===== src/rtl/if_fetch_unit.sv =====
// if_fetch_unit: instruction fetch with credit-limited imem reads, in-order queue and redirect squashing
module if_fetch_unit #(
    parameter logic [31:0] RESET_PC = 32'h0000_0000,
    parameter int QUEUE_DEPTH = 2
) (
    input  logic        clk,
    input  logic        rst,
    input  logic        stall,
    input  logic        redirect,
    input  logic [31:0] redirect_pc,
    output logic        imem_req,
    output logic [31:0] imem_addr,
    input  logic        imem_gnt,
    input  logic        imem_rvalid,
    input  logic [31:0] imem_rdata,
    output logic [31:0] pc_out,
    output logic [31:0] ins_out,
    output logic        ins_valid
);
    localparam int AW = $clog2(QUEUE_DEPTH);
    localparam int CW = AW + 1;
    localparam logic [CW-1:0] DEPTH = CW'(QUEUE_DEPTH);
    logic [31:0] fetch_pc_q, fetch_pc_d;
    logic [31:0] q_pc_q [QUEUE_DEPTH];
    logic [31:0] q_pc_d [QUEUE_DEPTH];
    logic [31:0] q_ins_q [QUEUE_DEPTH];
    logic [31:0] q_ins_d [QUEUE_DEPTH];
    logic [31:0] tag_q [QUEUE_DEPTH];
    logic [31:0] tag_d [QUEUE_DEPTH];
    logic [AW-1:0] head_q, head_d, tail_q, tail_d, tag_wr_q, tag_wr_d, tag_rd_q, tag_rd_d;
    logic [CW-1:0] count_q, count_d, inflight_q, inflight_d, discard_q, discard_d;
    logic issue, push;
    // Outputs: credit-gated request, head of queue presented while decode can take it
    always_comb begin
        imem_req  = !rst && !redirect && (count_q + inflight_q < DEPTH);
        imem_addr = fetch_pc_q;
        issue     = imem_req && imem_gnt;
        ins_valid = (count_q != '0) && !stall && !redirect;
        pc_out    = count_q != '0 ? q_pc_q[head_q] : '0;
        ins_out   = count_q != '0 ? q_ins_q[head_q] : '0;
        push      = imem_rvalid && discard_q == '0 && !redirect;
    end
    // Next state: redirect flushes the queue and marks every request still in flight as stale
    always_comb begin
        fetch_pc_d = redirect ? (redirect_pc & ~32'h3) : issue ? fetch_pc_q + 32'd4 : fetch_pc_q;
        inflight_d = inflight_q + CW'(issue) - CW'(imem_rvalid);
        discard_d  = redirect ? inflight_d : discard_q - CW'(imem_rvalid && discard_q != '0);
        count_d    = redirect ? '0 : count_q + CW'(push) - CW'(ins_valid);
        head_d     = redirect ? '0 : head_q + AW'(ins_valid);
        tail_d     = redirect ? '0 : tail_q + AW'(push);
        tag_wr_d   = tag_wr_q + AW'(issue);
        tag_rd_d   = tag_rd_q + AW'(imem_rvalid);
        q_pc_d     = q_pc_q;
        q_ins_d    = q_ins_q;
        tag_d      = tag_q;
        if (push) begin
            q_pc_d[tail_q]  = tag_q[tag_rd_q];
            q_ins_d[tail_q] = imem_rdata;
        end
        if (issue) tag_d[tag_wr_q] = fetch_pc_q;
    end
    // State registers with synchronous reset
    always_ff @(posedge clk) begin
        if (rst) begin
            fetch_pc_q <= RESET_PC;
            q_pc_q     <= '{default: '0};
            q_ins_q    <= '{default: '0};
            tag_q      <= '{default: '0};
            head_q     <= '0;
            tail_q     <= '0;
            tag_wr_q   <= '0;
            tag_rd_q   <= '0;
            count_q    <= '0;
            inflight_q <= '0;
            discard_q  <= '0;
        end else begin
            fetch_pc_q <= fetch_pc_d;
            q_pc_q     <= q_pc_d;
            q_ins_q    <= q_ins_d;
            tag_q      <= tag_d;
            head_q     <= head_d;
            tail_q     <= tail_d;
            tag_wr_q   <= tag_wr_d;
            tag_rd_q   <= tag_rd_d;
            count_q    <= count_d;
            inflight_q <= inflight_d;
            discard_q  <= discard_d;
        end
    end
endmodule

===== config.mk =====
export PLATFORM = sky130hd
export DESIGN_NAME = if_fetch_unit
export DESIGN_NICKNAME = d
export VERILOG_FILES = /design/src/rtl/if_fetch_unit.sv
export SDC_FILE = /design/constraint.sdc
export NUM_CORES = 1
export LEC_CHECK = 0
export CORE_MARGIN = 8
export CORE_UTILIZATION = 50
export CTS_CLUSTER_SIZE = 14
export DETAILED_ROUTE_END_ITERATION = 12
export PLACE_DENSITY_LB_ADDON = 0.08
export SETUP_SLACK_MARGIN = 0.4
export SYNTH_ARGS = -nofsm -noshare
export SYNTH_HDL_FRONTEND = slang
export SYNTH_SLANG_ARGS = --single-unit

===== constraint.sdc =====
create_clock -name clk -period 3.9 [get_ports clk]
set_input_delay 0.78 -clock clk [delete_from_list [all_inputs] [get_ports clk]]
set_output_delay 0.78 -clock clk [all_outputs]
set_load 0.05 [all_outputs]

[Word level (Yosys, flattened, before mapping)]
Cells that the tools add are included.
Storage, ports and cells
  register bits after elaboration: 234
  word-level logic and storage cells: 76
Cells by class
  add/sub/neg operators: 11
  magnitude comparators: 7
  mux-type cells: 21
  bitwise gates (word level): 4
  reduce and logical (&&, ||, !) cells: 18
Operators by type and width (number)
  $mux 32: 15
  $bwmux 64: 3
  $demux 32 s1: 2
  $add 32x3->32 const B: 1
  $logic_and 1x1->1: 10
  $ge 2x2->1 const B: 4
  $not 1->2: 4
  $reduce_bool 2->1: 3
  $sub 2x1->2: 3
  $add 1x1->1: 4
  $add 2x1->2: 2
  $lt 2x1->1 const B: 2
  $logic_not 1->1: 3
  $add 2x2->2: 1
  $logic_not 2->1: 1
  $lt 2x2->1 const B: 1
  $mux 2: 1
  $reduce_or 2->1: 1

[Logic depth before layout (Yosys ltp)]
Gate-level depths: netlist of run 1.
  depth in word-level cells: 7
  mapped depth: 11
  mapped depth without buffers: 10

[Least setup slack after synthesis of run 1]
OpenSTA, ideal clock, no wires.
  kind: input-to-reg
  from: input port redirect
  to: register count_q[1]
  setup time: 121 ps
  arrival: 3136 ps
  setup slack: 643 ps
  stages on the path: 8
  cells stage by stage: clkbuf_1 nor3_1 ha_1 inv_1 ha_1 xor2_1 xnor2_1 nor2_1
Between the ends
  elaborated cells between the ends (all ways): 6
RTL lines
  start: declaration: RTL line 9  | input logic redirect,
  $logic_not 1->1: RTL line 38  | ins_valid = (count_q != '0) && !stall && !redirect;
  $logic_and 1x1->1: RTL line 38
  via ins_valid: RTL line 18  | output logic ins_valid
  $sub 2x1->2: RTL line 48  | count_d = redirect ? '0 : count_q + CW'(push) - CW'(ins_valid);
  end signal: assignment: RTL line 85  | count_q <= count_d;
  end: declaration: RTL line 31  | logic [CW-1:0] count_q, count_d, inflight_q, inflight_d, discard_q, discard_d;
The timed path passes the listed nets, and every way through them passes these cells.
A chain may end at the register's enable or synchronous reset.

[Worst setup path in the final report of run 1]
  from: register head_q
  to: output port pc_out[20]
Between the ends
  longest elaborated chain between the ends: 5
Ends and longest elaborated chain
  start: declaration: RTL line 30  | logic [AW-1:0] head_q, head_d, tail_q, tail_d, tag_wr_q, tag_wr_d, tag_rd_q, tag_rd_d;
  start signal: assignment: RTL line 69  | head_q <= '0;
  start signal: assignment: RTL line 81  | head_q <= head_d;
  $not 1->2 (implied by the code): RTL line 39  | pc_out = count_q != '0 ? q_pc_q[head_q] : '0;
  $mux 32 (implied by the code) (3 in a row): RTL line 39
  $mux 32: RTL line 39
  end: declaration: RTL line 16  | output logic [31:0] pc_out,
Every way passes these cells. The select of a mux whose other input is x is not followed.

==> impl_metrics.ini, run 1 <==
[clock_tree]
root_buffer = clkbuf_16
clk_latency_ns = 0.51
tritoncts = built
cts_setup_buffers = 0
cts_resized = 0
cts_buffers = 24
cts-hold-fix-buffers = 0
clkTransAtPathRegs_ns = 0.06
h-tree-depth = 1
clkSinkCount = 224
clockBufferDepth = 3

[sta]
setup_tns_ns = 0
period_share_pct = 86.06
clock.fmax_mhz = 297.9
worst_pin_slew_ns = 1.128
hold_viol_final = 0
skew_ns = 0.009173
rsz0062_at_grt = false
finalMaxSlewViolations = 0
fin_crit_ns = 3.356
relSlewSlack_pct = 24.83
setup_viol = 0

[final_layout]
design_area_um2 = 12420
nets = 1259
post-route-util_pct = 64.00
n_antenna_cell = 0
drive_gt1_share_pct = 5.537
fin_cells = 1457
areaGrowthSynthToFinish_pct = 26.04
fill_cells = 1708

[synth]
ys_async_sr_fraction_pct = 0
synth_edf_count = 0
synth_flop_cell = dfxtp_1
yosys-top-cells-area = dfxtp_1, mux2i_1, nor2_1
syn_area_per_cell_um2 = 9.302
seq_area_frac_synth_pct = 45.52
synth_area_um2 = 9851
yosysWarnings = 0
netlist_instances = 1059
ys_seq_elements = 224
synth_top_cell_area_share_pct = 45.52
yosysMostFrequentCell = nor2_1
synth_top_area_cell = dfxtp_1
ys_types = 49
ys_top_cells_by_count = nor2_1, dfxtp_1, mux2i_1, a211oi_1, clkbuf_1

[drt]
via_count = 7745
wire_per_inst_um = 16.72
drc = 0
firstDrtPassIters = 4
vias_per_cell = 5.316
first_iter_violations = 503
final_antenna_net_count = 0
finalWirelength_um = 24360

[place]
io_buffers = 161
gp_congestion = 0.8445
dp_hpwl_um = 16120
placed_area_um2 = 11680
place_inst = 1418

[grt]
use_met2_pct = 31.60
grt_usage_pct = 19.63
grtUsageMet3_pct = 3.889
grt_max_degree = 112
grt_antenna_before_repair = 0
use_met1_pct = 26.41
grt_pass1_vias = 7716
grt_pass1_wl_um = 39780
grt_overflow = 0
grt-busiest-layer = met2

[power]
power.leakage_nw = 4.072
swShare_pct = 25.74
clkPwrFrac_pct = 40.1
power.switching_mw = 1.377
power.density_nw_per_um2 = 430.9
power_mw = 5.350
vdd_drop_max_mv = 0.3335
internal-power_mw = 3.973
p_seq_share_pct = 47.0
power_frac_comb_pct = 12.9

[critical_path]
path_max_fanout = 29
crit_family = buffers and inverters
critical_path_buf_inv_count = 2
endpoint_kind = output port
crit_chain = buf_4, mux2i_1, nor2_1, clkdlybuf4s50_1
crit_arrival_ns = 2.58
path_class = reg2out
r2r_cells = 6
cpPeakStageDelay_ns = 0.82
cp.depth = 4
critPathLaunchType = flip-flop
cp_data_required_time_ns = 3.12
slowest_stage = clkdlybuf4s50_1

[status]
status = finished, final reports clean

[floorplan]
core_um2 = 19400
start_util_pct = 50.78
die_h_um = 156.4
dieArea_um2 = 24450
rows = 51
ios = 168
die_w_um = 156.4

[hold_path]
holdPathStages = 2
min-delay-path-class = reg2reg

[flow_run]
maxCapViolCount = 0
## worst reg2reg max path, stage by stage, from the launching register on
cell	delay, ns
dfxtp_1	0.53
ha_1	0.26
nand3_2	0.16
nor4_4	0.47
nand4_1	0.20
or4_1	0.49
a311oi_1	0.25
## path summary, 6_finish.rpt
| kind | slack [ns] | to | startpoint |
|---|---|---|---|
| max | 0.54 | pc_out[20] | head_q |
| min | 0.48 | q_pc_q[44] | q_pc_q[44] |
| max reg2reg | 1.45 | imem_addr[30] | imem_addr[2] |
| min reg2reg | 0.48 | q_pc_q[44] | q_pc_q[44] |
## metrics by stage
step | worst slack [ns] | hold slack [ns]
finish | 0.5435 | 0.4814
global route | 0.4329 | 0.5003
CTS | 0.4911 | 0.4842
detailed placement | 0.6333 | 0.4768
global placement | 0.6291 | 0.4714
floorplan | 0.6428 | 0.4596
## per-layer routing
metal  wire [µm]  part of all wire (%)  vias to the layer above
met2       11180                    46                      184
met4         402                   1.6                        0
met3        1550                   6.4                       32
met5           0                     0                        -
met1       11230                    46                     3618
li1            -                     -                     3911
## final cells by class
cell class	count	area, µm²	area share [%]
Timing Repair Buffer	178	1798	14.48
Tap cell	265	331.6	2.671
Clock inverter	5	50.05	0.4031
Sequential cell	224	4489	36.16
Inverter	10	37.54	0.3023
Clock buffer	34	689.4	5.553
Multi-Input combinational cell	741	5020	40.43
## placed cells by master (no fill, tap or decap), drive strengths merged, types with 2 or more instances in the layout
| cell | instances |
|---|---|
| nor3 | 6 |
| a21oi | 9 |
| clkdlybuf4s50 | 158 |
| and3 | 8 |
| and2 | 2 |
| nor2 | 283 |
| nor3b | 2 |
| clkbuf | 34 |
| or4 | 4 |
| mux2i | 220 |
| a31oi | 2 |
| xor2 | 14 |
| and4 | 5 |
| inv | 9 |
| nand2 | 22 |
| a311oi | 3 |
| mux2 | 2 |
| dfxtp | 224 |
| o211ai | 2 |
| clkinv | 5 |
| ha | 10 |
| or3 | 2 |
| o21bai | 4 |
| buf | 20 |
| a211oi | 75 |
| nand4 | 16 |
| nor2b | 3 |
| conb | 4 |
| xnor2 | 15 |
| nand3 | 9 |
| a22oi | 2 |
| nor4 | 8 |
## sequential cells by signal (all words and copies together), names as in the netlist
signal / count
tag_wr_q: 1
q_pc_q: 60
tail_q: 1
head_q: 1
q_ins_q: 64
count_q: 2
tag_q: 60
inflight_q: 2
imem_addr: 30
discard_q: 2
tag_rd_q: 1
## power by group through the flow
| stage | Clock (mW) | Sequential, mW | Combinational [mW] |
|---|---|---|---|
| floorplan | 0 | 2.58 | 0.424 |
| global placement | 0 | 2.56 | 0.687 |
| detailed placement | 0 | 2.56 | 0.692 |
| CTS | 2.19 | 2.51 | 0.697 |
| global route | 2.29 | 2.53 | 0.753 |
| finish | 2.15 | 2.51 | 0.690 |
## kinds of logic after synthesis
| group | after synthesis | synth area share (%) |
|---|---|---|
| AND/OR/NAND/NOR | 374 | 16.46 |
| flip-flops | 224 | 45.52 |
| multiplexers | 222 | 22.58 |
| AO/OA/AOI/OAI | 102 | 7.532 |
| buffers and inverters | 97 | 4.014 |
| XOR/XNOR | 29 | 2.578 |
| adder cells (fa/ha/maj) | 10 | 1.270 |
| other | 1 | 0.03807 |
Note: power is estimated with default switching activity, not from simulation.
==> run 2: changes to the inputs <==
Settings changed: CAP_MARGIN set to 30.
Clock period 3.9 ns to 3.6 ns, I/O delays scaled along.
==> run 2 against run 1 <==
Net effect:
- final area grew 1.0%
- critical path type unchanged
- core utilization rose by 0.66 points
- critical path depth unchanged
- sequential power grew 8.0%
- critical endpoint is now pc_out[24]
- clock skew shrank 0.0024 ns
- via count is 0.99% higher
- wire length grew 1.1%
- largest cell class unchanged
- hold slack about the same
- non-clock buffer count rose by 5
- clock power rose by 13%
- combinational power up 14%
==> impl_metrics.ini, run 2 (synthesis results as in run 1) <==
[grt]
grt_pass1_wl_um = 40020
grt_usage_pct = 19.78
grt_overflow = 0
grt_pass1_vias = 7721
grt_max_degree = 91
grt_antenna_before_repair = 0

[critical_path]
crit_arrival_ns = 2.36
rr_endpoint = imem_addr[30]
reg2reg_slack_ns = 1.11
path_max_fanout = 38
path_class = reg2out
r2r-start = imem_addr[2]
r2r_cells = 6
cp_data_required_time_ns = 2.88
critPathLaunchType = flip-flop
endpoint_kind = output port

[power]
p_seq_share_pct = 45.7
vdd_drop_max_mv = 0.4108
power_mw = 5.925
swShare_pct = 25.40
power.density_nw_per_um2 = 472.4
clkPwrFrac_pct = 41.0
power.leakage_nw = 4.120
internal-power_mw = 4.420
power_frac_comb_pct = 13.3
power.switching_mw = 1.505

[clock_tree]
clkSinkCount = 224
cts_setup_buffers = 0
h-tree-depth = 1
cts_buffers = 24
root_buffer = clkbuf_16
clkTransAtPathRegs_ns = 0.06
cts_resized = 0
tritoncts = built
clk_latency_ns = 0.50
cts-hold-fix-buffers = 0
clockBufferDepth = 3

[place]
dp_hpwl_um = 16520
io_buffers = 161
gp_congestion = 0.8105

[final_layout]
fill_cells = 1721
n_antenna_cell = 0
register_area_um2 = 4489
multiInputGateArea_um2 = 5020
post-route-util_pct = 64.66
nets = 1264
final_common_cell = nor2_1
drive_gt1_share_pct = 5.838
areaGrowthSynthToFinish_pct = 27.33
final_cell_mix = nor2_1, dfxtp_1, mux2i_1
reg_top3 = q_ins_q x64, q_pc_q x60, tag_q x60
largest_reg_flops = 64
largest_register = q_ins_q

[drt]
firstDrtPassIters = 4
vias_per_cell = 5.343
first_iter_violations = 409
final_antenna_net_count = 0
wl_met1_um = 11550
drc = 0
top_layer = met4
wl_met3_um = 1345
finalWirelength_um = 24620
wire_per_inst_um = 16.82
via_count = 7822
route.met2.wl_um = 11360

[floorplan]
core_um2 = 19400
die_h_um = 156.4
ios = 168
start_util_pct = 50.78
dieArea_um2 = 24450
rows = 51
die_w_um = 156.4

[sta]
period_share_pct = 85.67
finalMaxSlewViolations = 0
hold_viol_final = 0
worst_pin_slew_ns = 0.8954
skew_ns = 0.006736
rsz0062_at_grt = false
setup_viol = 0
fin_crit_ns = 3.084
clock.fmax_mhz = 324.3
setup_tns_ns = 0
relSlewSlack_pct = 40.30

[hold_path]
min_to = q_pc_q[13]
min-delay-path-class = reg2reg
holdPathStages = 2
hold_start = q_pc_q[13]

[status]
status = finished, final reports clean

[flow_run]
maxCapViolCount = 0
run 2: changes by cell type in the layout (fill, tap and decap cells not counted), sizes merged:
cell,delta
clkinv,-3
bufinv,+1
buf,+5
clkbuf,+4
run 2: layout make-up:
class | count | share of cell area, %
Tap cell | 265 | 2.643
Sequential cell | 224 | 35.79
Inverter | 10 | 0.2993
Multi-Input combinational cell | 741 | 40.02
Timing Repair Buffer | 183 | 15.03
Clock buffer | 38 | 5.696
Clock inverter | 3 | 0.5187
run 2: power by group through the flow:
stage          Clock, mW  Sequential (mW)  Combinational, mW
2_1_floorplan          0             2.80              0.459
3_3_place_gp           0             2.77              0.768
3_5_place_dp           0             2.76              0.792
4_1_cts             2.48             2.70              0.796
5_1_grt             2.59             2.72              0.857
6_report            2.43             2.71              0.789
run 2: routing by layer:
| metal | global-route usage [%] | up-vias |
|---|---|---|
| li1 | - | 3914 |
| met1 | 26.62 | 3712 |
| met2 | 32.62 | 168 |
| met3 | 3.420 | 28 |
| met4 | 4.119 | 0 |
| met5 | 0 | - |
run 2: worst max-delay path, stage by stage (launching register included):
cell and delay [ns]:
dfxtp_1 0.45, nor2_4 0.06, buf_4 0.28, nor2_1 0.21, clkdlybuf4s50_1 0.84
run 2: how the worst max path moves through the flow:
| stage | startpoint | endpoint | slack [ns] | cells after the start |
|---|---|---|---|---|
| after floorplan | redirect | count_q[1] | 0.40 | 8 |
| after global placement | redirect | q_ins_q[0] | 0.57 | 7 |
| after detailed placement | redirect | q_ins_q[23] | 0.56 | 7 |
| after CTS | count_q[0] | pc_out[25] | 0.48 | 4 |
| after global routing | count_q[0] | pc_out[25] | 0.43 | 4 |
| final | count_q[0] | pc_out[24] | 0.52 | 4 |
run 2: metrics by stage:
step           instance area [µm²]  hold WS [ns]  setup WS (ns)  cells
2_1_floorplan                 9862        0.4596         0.4028   1062
3_3_place_gp                 11740        0.4710         0.5723   1422
3_5_place_dp                 11760        0.4779         0.5643   1423
4_1_cts                      12540        0.4854         0.4843   1464
5_1_grt                      12540        0.5014         0.4329   1464
6_report                     12540        0.4812         0.5160   1464
==> run 3: changes to the inputs <==
Settings changed: GPL_TIMING_DRIVEN set to 0.
==> run 3 against run 2 <==
Net effect:
- clock skew up 0.0051 ns
- power fell by 0.63%
- clock power is 2% lower
- largest cell class unchanged
- combinational power is 2% higher
- first-iteration DRC count down 5.9%
- final area down 0.27%
==> impl_metrics.ini, run 3 (synthesis results as in run 1) <==
[drt]
via_count = 8176
first_iter_violations = 385
final_antenna_net_count = 0
firstDrtPassIters = 5
drc = 0
vias_per_cell = 5.351
wire_per_inst_um = 17.78
finalWirelength_um = 27170

[sta]
timing.hold.ws_ns = 0.4838
finalWorstSetupSlack_ns = 0.5132
rsz0062_at_grt = false
relSlewSlack_pct = 46.46
clock.fmax_mhz = 324.0
fin_crit_ns = 3.087
period_share_pct = 85.75
skew_ns = 0.01180
hold_viol_final = 0
setup_viol = 0
finalMaxSlewViolations = 0
worst_pin_slew_ns = 0.8031
setup_tns_ns = 0

[critical_path]
endpoint_kind = output port
path_max_fanout = 9
cp_data_required_time_ns = 2.88
critPathLaunchType = input pin
path_class = in2out
crit_arrival_ns = 2.37

[final_layout]
final_cell_mix = nor2_1, dfxtp_1, mux2i_1
drive_gt1_share_pct = 6.176
design_area_um2 = 12510
n_antenna_cell = 0
largest_register = q_ins_q
areaGrowthSynthToFinish_pct = 26.99
largest_reg_flops = 64
nets = 1327
reg_top3 = q_ins_q x64, q_pc_q x60, tag_q x60
final_common_cell = nor2_1

[power]
power.leakage_nw = 4.483
power.density_nw_per_um2 = 470.7
vdd_drop_max_mv = 0.3421

[clock_tree]
root_buffer = clkbuf_16
clkTransAtPathRegs_ns = 0.06
cts-hold-fix-buffers = 0
cts_buffers = 23
h-tree-depth = 1
clockBufferDepth = 3
clkSinkCount = 224
tritoncts = built
clk_latency_ns = 0.50

[place]
gp_congestion = 0.9240
io_buffers = 159
pre_cts_slack_ns = -0.1212
placed_area_um2 = 11800
dp_hpwl_um = 19720

[grt]
grt_pass1_wl_um = 43130
grt_max_degree = 15
grt_pass1_vias = 8146
grt_usage_pct = 21.67
grt_antenna_before_repair = 0
grt_overflow = 0

[floorplan]
start_util_pct = 50.78
dieArea_um2 = 24450
ios = 168
die_w_um = 156.4
core_um2 = 19400
die_h_um = 156.4
rows = 51

[status]
status = finished, final reports clean

[flow_run]
maxCapViolCount = 0

[hold_path]
min-delay-path-class = reg2reg
==> run 3: cell count changes in the layout (fill, tap and decap cells not counted), moves of 4 or more <==
| cell | previous run | this run |
|---|---|---|
| buf_1 | 0 | 7 |
| buf_12 | 9 | 0 |
| buf_2 | 0 | 7 |
| buf_4 | 15 | 4 |
| clkbuf_1 | 9 | 51 |
| clkbuf_2 | 0 | 18 |
| clkdlybuf4s50_1 | 158 | 98 |
| clkinv_2 | 1 | 7 |
| dlygate4sd2_1 | 0 | 61 |
| ha_1 | 6 | 10 |
==> run 3: routing by layer <==
| layer | GRT usage [%] | up-vias | part of all wire (%) |
|---|---|---|---|
| li1 | - | 4040 | - |
| met1 | 29.88 | 3863 | 46 |
| met2 | 35.02 | 238 | 46 |
| met3 | 3.447 | 35 | 5.9 |
| met4 | 4.714 | 0 | 1.5 |
| met5 | 0 | - | 0 |
==> run 3: cell type report <==
class                   count  area (µm²)
plain buffers              87       387.9
repair buffers            160        1526
multi-input cells         741        4985
clock inverters            12       118.9
fillers                  1771        6889
well taps                 265       331.6
clock buffers              29       638.1
inverters                  10       37.54
flip-flops and latches    224        4484
==> run 3: power by group <==
group | switching [mW] | internal (mW)
Clock | 0.981 | 1.40
Sequential | 0.109 | 2.59
Combinational | 0.483 | 0.323
==> run 3: through the flow <==
| step | total power, mW | util, % | cells |
|---|---|---|---|
| after floorplan | 3.256 | - | 1062 |
| after global placement | 3.549 | 60.75 | 1486 |
| after detailed placement | 3.560 | 60.81 | 1487 |
| after CTS | 5.913 | 64.42 | 1528 |
| after global routing | 6.109 | 64.49 | 1528 |
| final | 5.888 | 64.49 | 1528 |
==> run 3: what timing repair did <==
| action | in CTS | in global routing |
|---|---|---|
| resized for setup | 75 | 17 |
| setup endpoints to repair | 77 | 100 |
| pin swaps | 0 | 0 |
| setup buffers | 0 | 0 |
==> run 3: path summary, 6_finish.rpt <==
check,startpoint,slack [ns],depth (start not counted),to
setup / recovery,rst,0.51,5,imem_req
hold / removal,q_pc_q[63],0.48,2,q_pc_q[63]
setup reg to reg,inflight_q[1],0.98,10,tag_q[41]
hold reg to reg,q_pc_q[63],0.48,2,q_pc_q[63]
==> run 3: worst max-delay path, stage by stage <==
cell,delay (ns)
clkbuf_1,0.20
or2_1,0.28
clkbuf_1,0.18
nor2_1,0.16
clkdlybuf4s50_1,0.82
==> edit 1 (flow settings as in run 3) <==
Make the reset (`rst`) asynchronous in one clocked block. Comments in the files are not updated.
--- a/src/rtl/if_fetch_unit.sv
+++ b/src/rtl/if_fetch_unit.sv
@@ -62,3 +62,3 @@
     // State registers with synchronous reset
-    always_ff @(posedge clk) begin
+    always_ff @(posedge clk or posedge rst) begin
         if (rst) begin
Behaviour: differs if rst is asserted again (counterexample within 4 cycles, from zero or initial values and one cycle with rst high); with rst held inactive, the same outputs for 4 cycles.
==> edit 1 against run 3 <==
  * Wire length fell by 5.9%
  * Critical path depth unchanged
  * Via count fell by 10%
  * Sequential cell count stayed put
  * Highest routed layer is now met5
  * Area after synthesis rose by 4.3%
  * Setup slack got worse by 0.029 ns
  * Cell area is 4.9% higher
Power is not compared: it rests on default switching activity, and its combinational part moved more than twofold at a synthesized area within 25%.
==> edit 1: results (changes against run 3) <==
| Metric | Value |
|---|---|
| Reg2reg end | q_pc_q[38] |
| Metal3 WL | 1500 microns (-6.3%) |
| Post-Synth XOR/XNOR Area | 2.62% (+0.039 points) |
| Yosys cell types | 44 (-10%) |
| Synth top area cells | dfrtp_1 (55%), mux2_2 (14%), mux2i_1 (9.3%) |
| DRT iter0 DRCs | 306 (-21%) |
| Wire length on met2 | 12400 microns (-1.6%) |
| Outcome | finished, final reports clean |
| Worst-path fanout max | 10 (+1) |
| Fin cells | 1373 (-10%) |
| Initial antenna violation count | 1 (+1) |
| Number of global-route vias before repair | 7897 (-3.1%) |
| Layout cell share with drive strength beyond 1 | 18.9% (+13 points) |
| Setup slack, reg-to-reg | 0.95 ns (-0.03 ns) |
| First-pass iteration count of the detailed router | 4 (-1) |
| Total GRT Usage | 20.2% (-1.5 points) |
| Syn Area/Cell | 11.5 sq um (+24%) |
| Uppermost layer routed | met5 |
| Async SR Flop Fraction | 100% (+100 points) |
| Vias | 7331 (-10%) |
| Mux share of post-synthesis cell area | 22.9% (+0.37 points) |
| Worst slew pin tran | 0.892 ns (+0.0886 ns) |
| Pin count of the biggest net entering global routing | 43 (+28) |
| First-pass GRT wire length | 42400 microns (-1.7%) |
| Depth of the most critical reg-to-reg path | 7 (-3) |
| Nets | 1167 (-12%) |
| Switching Fraction | 35.0% |
| Reg2reg start | discard_q[1] |
| Most frequent cells after synthesis | dfrtp_1 (224), nor2_1 (137), mux2_2 (125) |
| Placed insts | 1332 (-10%) |
| DP HPWL | 18200 microns (-7.9%) |
| Gpl congestion | 0.801 (-13%) |
| Post-synthesis compound-gate area fraction | 5.49% (-2.0 points) |
| Met1 Wirelength | 11300 microns (-10%) |
| Sequential-to-total area share from yosys stat | 54.5% (+9.0 points) |
| WL/cell | 18.6 microns (+4.7%) |
==> edit 1: cell count changes in the layout (fill, tap and decap cells not counted), moves of 75 or more <==
cell	before	now
mux2i_1	220	95
dfxtp_1	224	0
mux2_2	1	125
a211oi_1	75	0
dfrtp_1	0	224
nor2_1	282	137
==> edit 1: routing by layer <==
metal	GRT usage, %	vias to the layer above
li1	-	3479
met1	26.6	3619
met2	34.0	191
met3	4.16	40
met4	4.07	2
met5	0	-
==> edit 1: cell families after synthesis <==
logic type               Yosys count
multiplexers                     220
AO/OA/AOI/OAI                    105
flip-flops                       224
buffers and inverters             71
other                              1
adder cells (fa/ha/maj)           10
XOR/XNOR                          29
AND/OR/NAND/NOR                  234
==> edit 1: area by class of cell <==
cell class	instances	share of cell area, %
inverter	12	0.372
sequential	224	42.7
tap	270	2.57
clock inverter	9	1.11
timing repair buffer	165	12.5
multi-input combinational	602	33.5
buffer	59	2.09
clock buffer	32	5.10
==> edit 1: stage by stage <==
step                setup WS (ns)  instance area (sq um)  hold WS (ns)  util (%)  setup TNS, ns
floorplan                  -0.174                  10300         0.480         -         -38.88
global placement            -1.42                  12200         0.487      60.4        -316.44
detailed placement        -0.0577                  12300         0.494      61.0         -0.784
CTS                         0.261                  13100         0.300      64.8              0
global route                0.414                  13100         0.331      64.8              0
finish                      0.484                  13100         0.297      64.8              0
==> edit 1: critical path: stages, from the launching register on <==
cell             delay, ns
dfrtp_1               0.32
clkbuf_2              0.29
buf_2                 0.41
mux2i_1               0.14
nor2_1                0.20
clkdlybuf4s15_1       0.54
==> edit 1: how the worst max path moves through the flow <==
| stage | depth (start not counted) | start | endpoint | slack (ns) |
|---|---|---|---|---|
| floorplan | 2 | rst | count_q[0] | -0.17 |
| global placement | 2 | rst | q_ins_q[19] | -1.42 |
| detailed placement | 8 | redirect | q_pc_q[38] | -0.06 |
| CTS | 5 | head_q | ins_out[2] | 0.26 |
| global route | 5 | head_q | pc_out[9] | 0.41 |
| finish | 5 | head_q | pc_out[10] | 0.48 |
==> edit 1: power groups by stage <==
stage / sequential, W / combinational (W) / clock, W
3_3_place_gp: 0.00416 / 0.00358 / 0
4_1_cts: 0.00416 / 0.00359 / 0.00258
6_report: 0.00416 / 0.00354 / 0.00254
2_1_floorplan: 0.00415 / 0.00259 / 0
3_5_place_dp: 0.00419 / 0.00365 / 0
5_1_grt: 0.00429 / 0.00388 / 0.00267
==> edit 1: repair_timing <==
| action | in CTS | in global routing |
|---|---|---|
| gates cloned | 0 | 0 |
| hold endpoints to repair | 0 | 0 |
| buffers inserted | 0 | 0 |
| resized for setup | 82 | 14 |
| setup endpoints to repair | 64 | 72 |
==> edit 2 (config.mk and constraints of run 3) <==
Without the edit above. `QUEUE_DEPTH`: 2 -> 4.
--- a/src/rtl/if_fetch_unit.sv
+++ b/src/rtl/if_fetch_unit.sv
@@ -3,3 +3,3 @@
     parameter logic [31:0] RESET_PC = 32'h0000_0000,
-    parameter int QUEUE_DEPTH = 2
+    parameter int QUEUE_DEPTH = 4
 ) (
Formal check against the unedited RTL: not equivalent (a bounded check fails within 4 cycles, from zero or initial values and one cycle with rst high).
==> edit 2 against run 3 <==
  * Cell area increased by 73%
  * Sequential share of layout area increased by 2.6 points
  * Core utilization decreased by 3.5 points
  * Power increased by 74%
  * Area after synthesis is 82% higher
  * Final cell count rose by 85%
  * Wire length rose by 100%
  * Global-route usage grew 4.3 points
  * Setup slack worse by 0.051 ns
  * Critical endpoint is now pc_out[18]
  * Sequential cell count is 191 higher
  * Non-clock buffer count rose by 101
  * Count of clock-buffer cells in the layout grew 44
  * First-iteration DRC count grew to 2.7 times the old value
==> edit 2: results (changes against run 3) <==
| Metric | Value |
|---|---|
| Setup slack, reg-to-reg | 0.69 ns (-0.29 ns) |
| Worst-path fanout max | 10 (+1) |
| CTS Buf Count | 45 (+96%) |
| Synth top area cells | dfxtp_1 (46%), nand2_1 (16%), mux4_2 (12%) |
| Switching Fraction | 25.8% (-0.87 points) |
| Gpl congestion | 0.890 (-3.6%) |
| Worst stage delay on the critical path | 0.52 ns (-0.30 ns) |
| Async SR Flop Fraction | 0% (unchanged) |
| Clock skew | 0.0102 ns (-0.00162 ns) |
| Power of the combinational group | 0.00111 W (+38%) |
| DP HPWL | 39400 microns (+100%) |
| Placed insts | 2749 (+85%) |
| Total GRT Usage | 25.9% (+4.3 points) |
| Detailed Route WL | 55600 microns (+100%) |
| Slew headroom | 37.2% (-9.3 points) |
| Clock slew at reported path FFs | 0.06 ns (about the same) |
| Arr. time, crit path | 2.42 ns (+0.05 ns) |
| First-pass GRT wire length | 86900 microns (+100%) |
| Depth of the most critical reg-to-reg path | 11 (+1) |
| Power Sequential | 0.00477 W (+77%) |
| H-Tree Depth | 2 (+1) |
| Fin cells | 2832 (+85%) |
| Top flop regs | q_ins_q x128, q_pc_q x120, tag_q x120 |
| Slowest CP cell | mux4_2 |
| Nets | 2422 (+83%) |
| Number of flip-flops under the largest register name | 128 (+100%) |
| HP Start | q_pc_q[15] |
| Met1 Wirelength | 22900 microns (+82%) |
| Worst VDD drop | 0.351 mV (+2.5%) |
| Wire length on met2 | 27000 microns (+110%) |
| Number of global-route vias before repair | 15718 (+93%) |
| Reg2reg end | discard_q[1] |
| Outcome | finished, final reports clean |
| Initial antenna violation count | 0 (unchanged) |
| Layout cell share with drive strength beyond 1 | 12.0% (+5.8 points) |
| Pin count of the biggest net entering global routing | 13 (-2) |
| Gate Count Post-Synth | 2124 (+100%) |
| Fin crit share | 87.2% (+1.4 points) |
| Sequential-to-total area share from yosys stat | 46.4% (+0.91 points) |
| Number of vias per cell | 5.60 (+4.7%) |
| End of the worst hold path | q_pc_q[15] |
| I/O Buffers | 160 (+0.63%) |
| Leakage | 6.93 nW (+54%) |
| DRT iter0 DRCs | 1045 (+170%) |
| Yosys cell types | 57 (+16%) |
| Most frequent cells after synthesis | nand2_1 (771), dfxtp_1 (415), a21oi_1 (386) |
| Metal3 WL | 4230 microns (+160%) |
| Clk_lat worst skew | 0.54 ns (+0.04 ns) |
| First-pass iteration count of the detailed router | 5 (unchanged) |
| Pre-CTS setup slack | -0.619 ns (-0.498 ns) |
## edit 2: cell count changes after synthesis, moves of 11 or more
cell,delta
mux2i_1,-219
a21oi_1,+377
nor2b_1,+64
dfxtp_1,+191
a31oi_1,+12
a211oi_1,-67
mux4_2,+92
xor2_1,-11
nand2_1,+749
buf_2,+27
clkbuf_1,+79
nor2_1,-264
## edit 2: worst max path at each step
stage | to | from | cells past startpoint
6_report | pc_out[18] | head_q[0] | 5
5_1_grt | pc_out[18] | head_q[0] | 5
4_1_cts | pc_out[18] | head_q[0] | 5
3_5_place_dp | imem_req | rst | 5
3_3_place_gp | imem_req | rst | 5
2_1_floorplan | imem_req | inflight_q[1] | 5
## edit 2: repair_timing
| item | CTS | global route |
|---|---|---|
| gates resized for setup | 190 | 49 |
| pin swaps | 1 | 1 |
| hold buffers | 0 | 0 |
| setup buffers | 1 | 1 |
| gates cloned | 0 | 0 |
| endpoints found under the setup margin | 68 | 59 |
| endpoints found under the hold margin | 0 | 0 |
## edit 2: routing by layer
| layer | vias to the layer above | GRT usage, % |
|---|---|---|
| met5 | - | 0 |
| met4 | 0 | 8.81 |
| met3 | 111 | 4.79 |
| met2 | 634 | 44.5 |
| met1 | 7545 | 32.5 |
| li1 | 7573 | - |
## edit 2: cell type report
cell class | instances | area (sq um)
Clock buffer | 73 | 1350
Timing Repair Buffer | 164 | 1580
Tap cell | 461 | 577
Multi-Input combinational cell | 1512 | 8850
Sequential cell | 415 | 8310
Fill cell | 3246 | 13800
Clock inverter | 7 | 38.8
Buffer | 184 | 822
Inverter | 16 | 60.1
## edit 2: tightest hold or removal path, cell delays in order, from the launching register on
cell	delay (ns)
dfxtp_1	0.30
nand2_1	0.05
a21oi_1	0.05
## edit 2: through the flow
step | setup TNS, ns | total power (W) | instance area, sq um | util [%] | hold slack, ns
after floorplan | 0 | 0.00550 | 17900 | - | 0.429
after global placement | -27.58 | 0.00592 | 20100 | 56.8 | 0.435
after detailed placement | -6.02 | 0.00593 | 20100 | 56.8 | 0.443
after CTS | 0 | 0.0103 | 21600 | 61.1 | 0.451
after global routing | 0 | 0.0106 | 21600 | 61.0 | 0.462
final | 0 | 0.0103 | 21600 | 61.0 | 0.451
## edit 2: kinds of logic (layout without fill, tap and decap cells)
logic type	Yosys count	in the layout	synth area share [%]
other	1	4	0.0210
muxes	95	95	11.8
and+or+nand+nor	948	948	22.7
AOI/OAI and AO/OA	433	433	12.6
adders and majority gates	14	14	1.06
buffers and inverters	200	444	4.50
xor gates and xnor gates	18	18	0.923
DFF	415	415	46.4
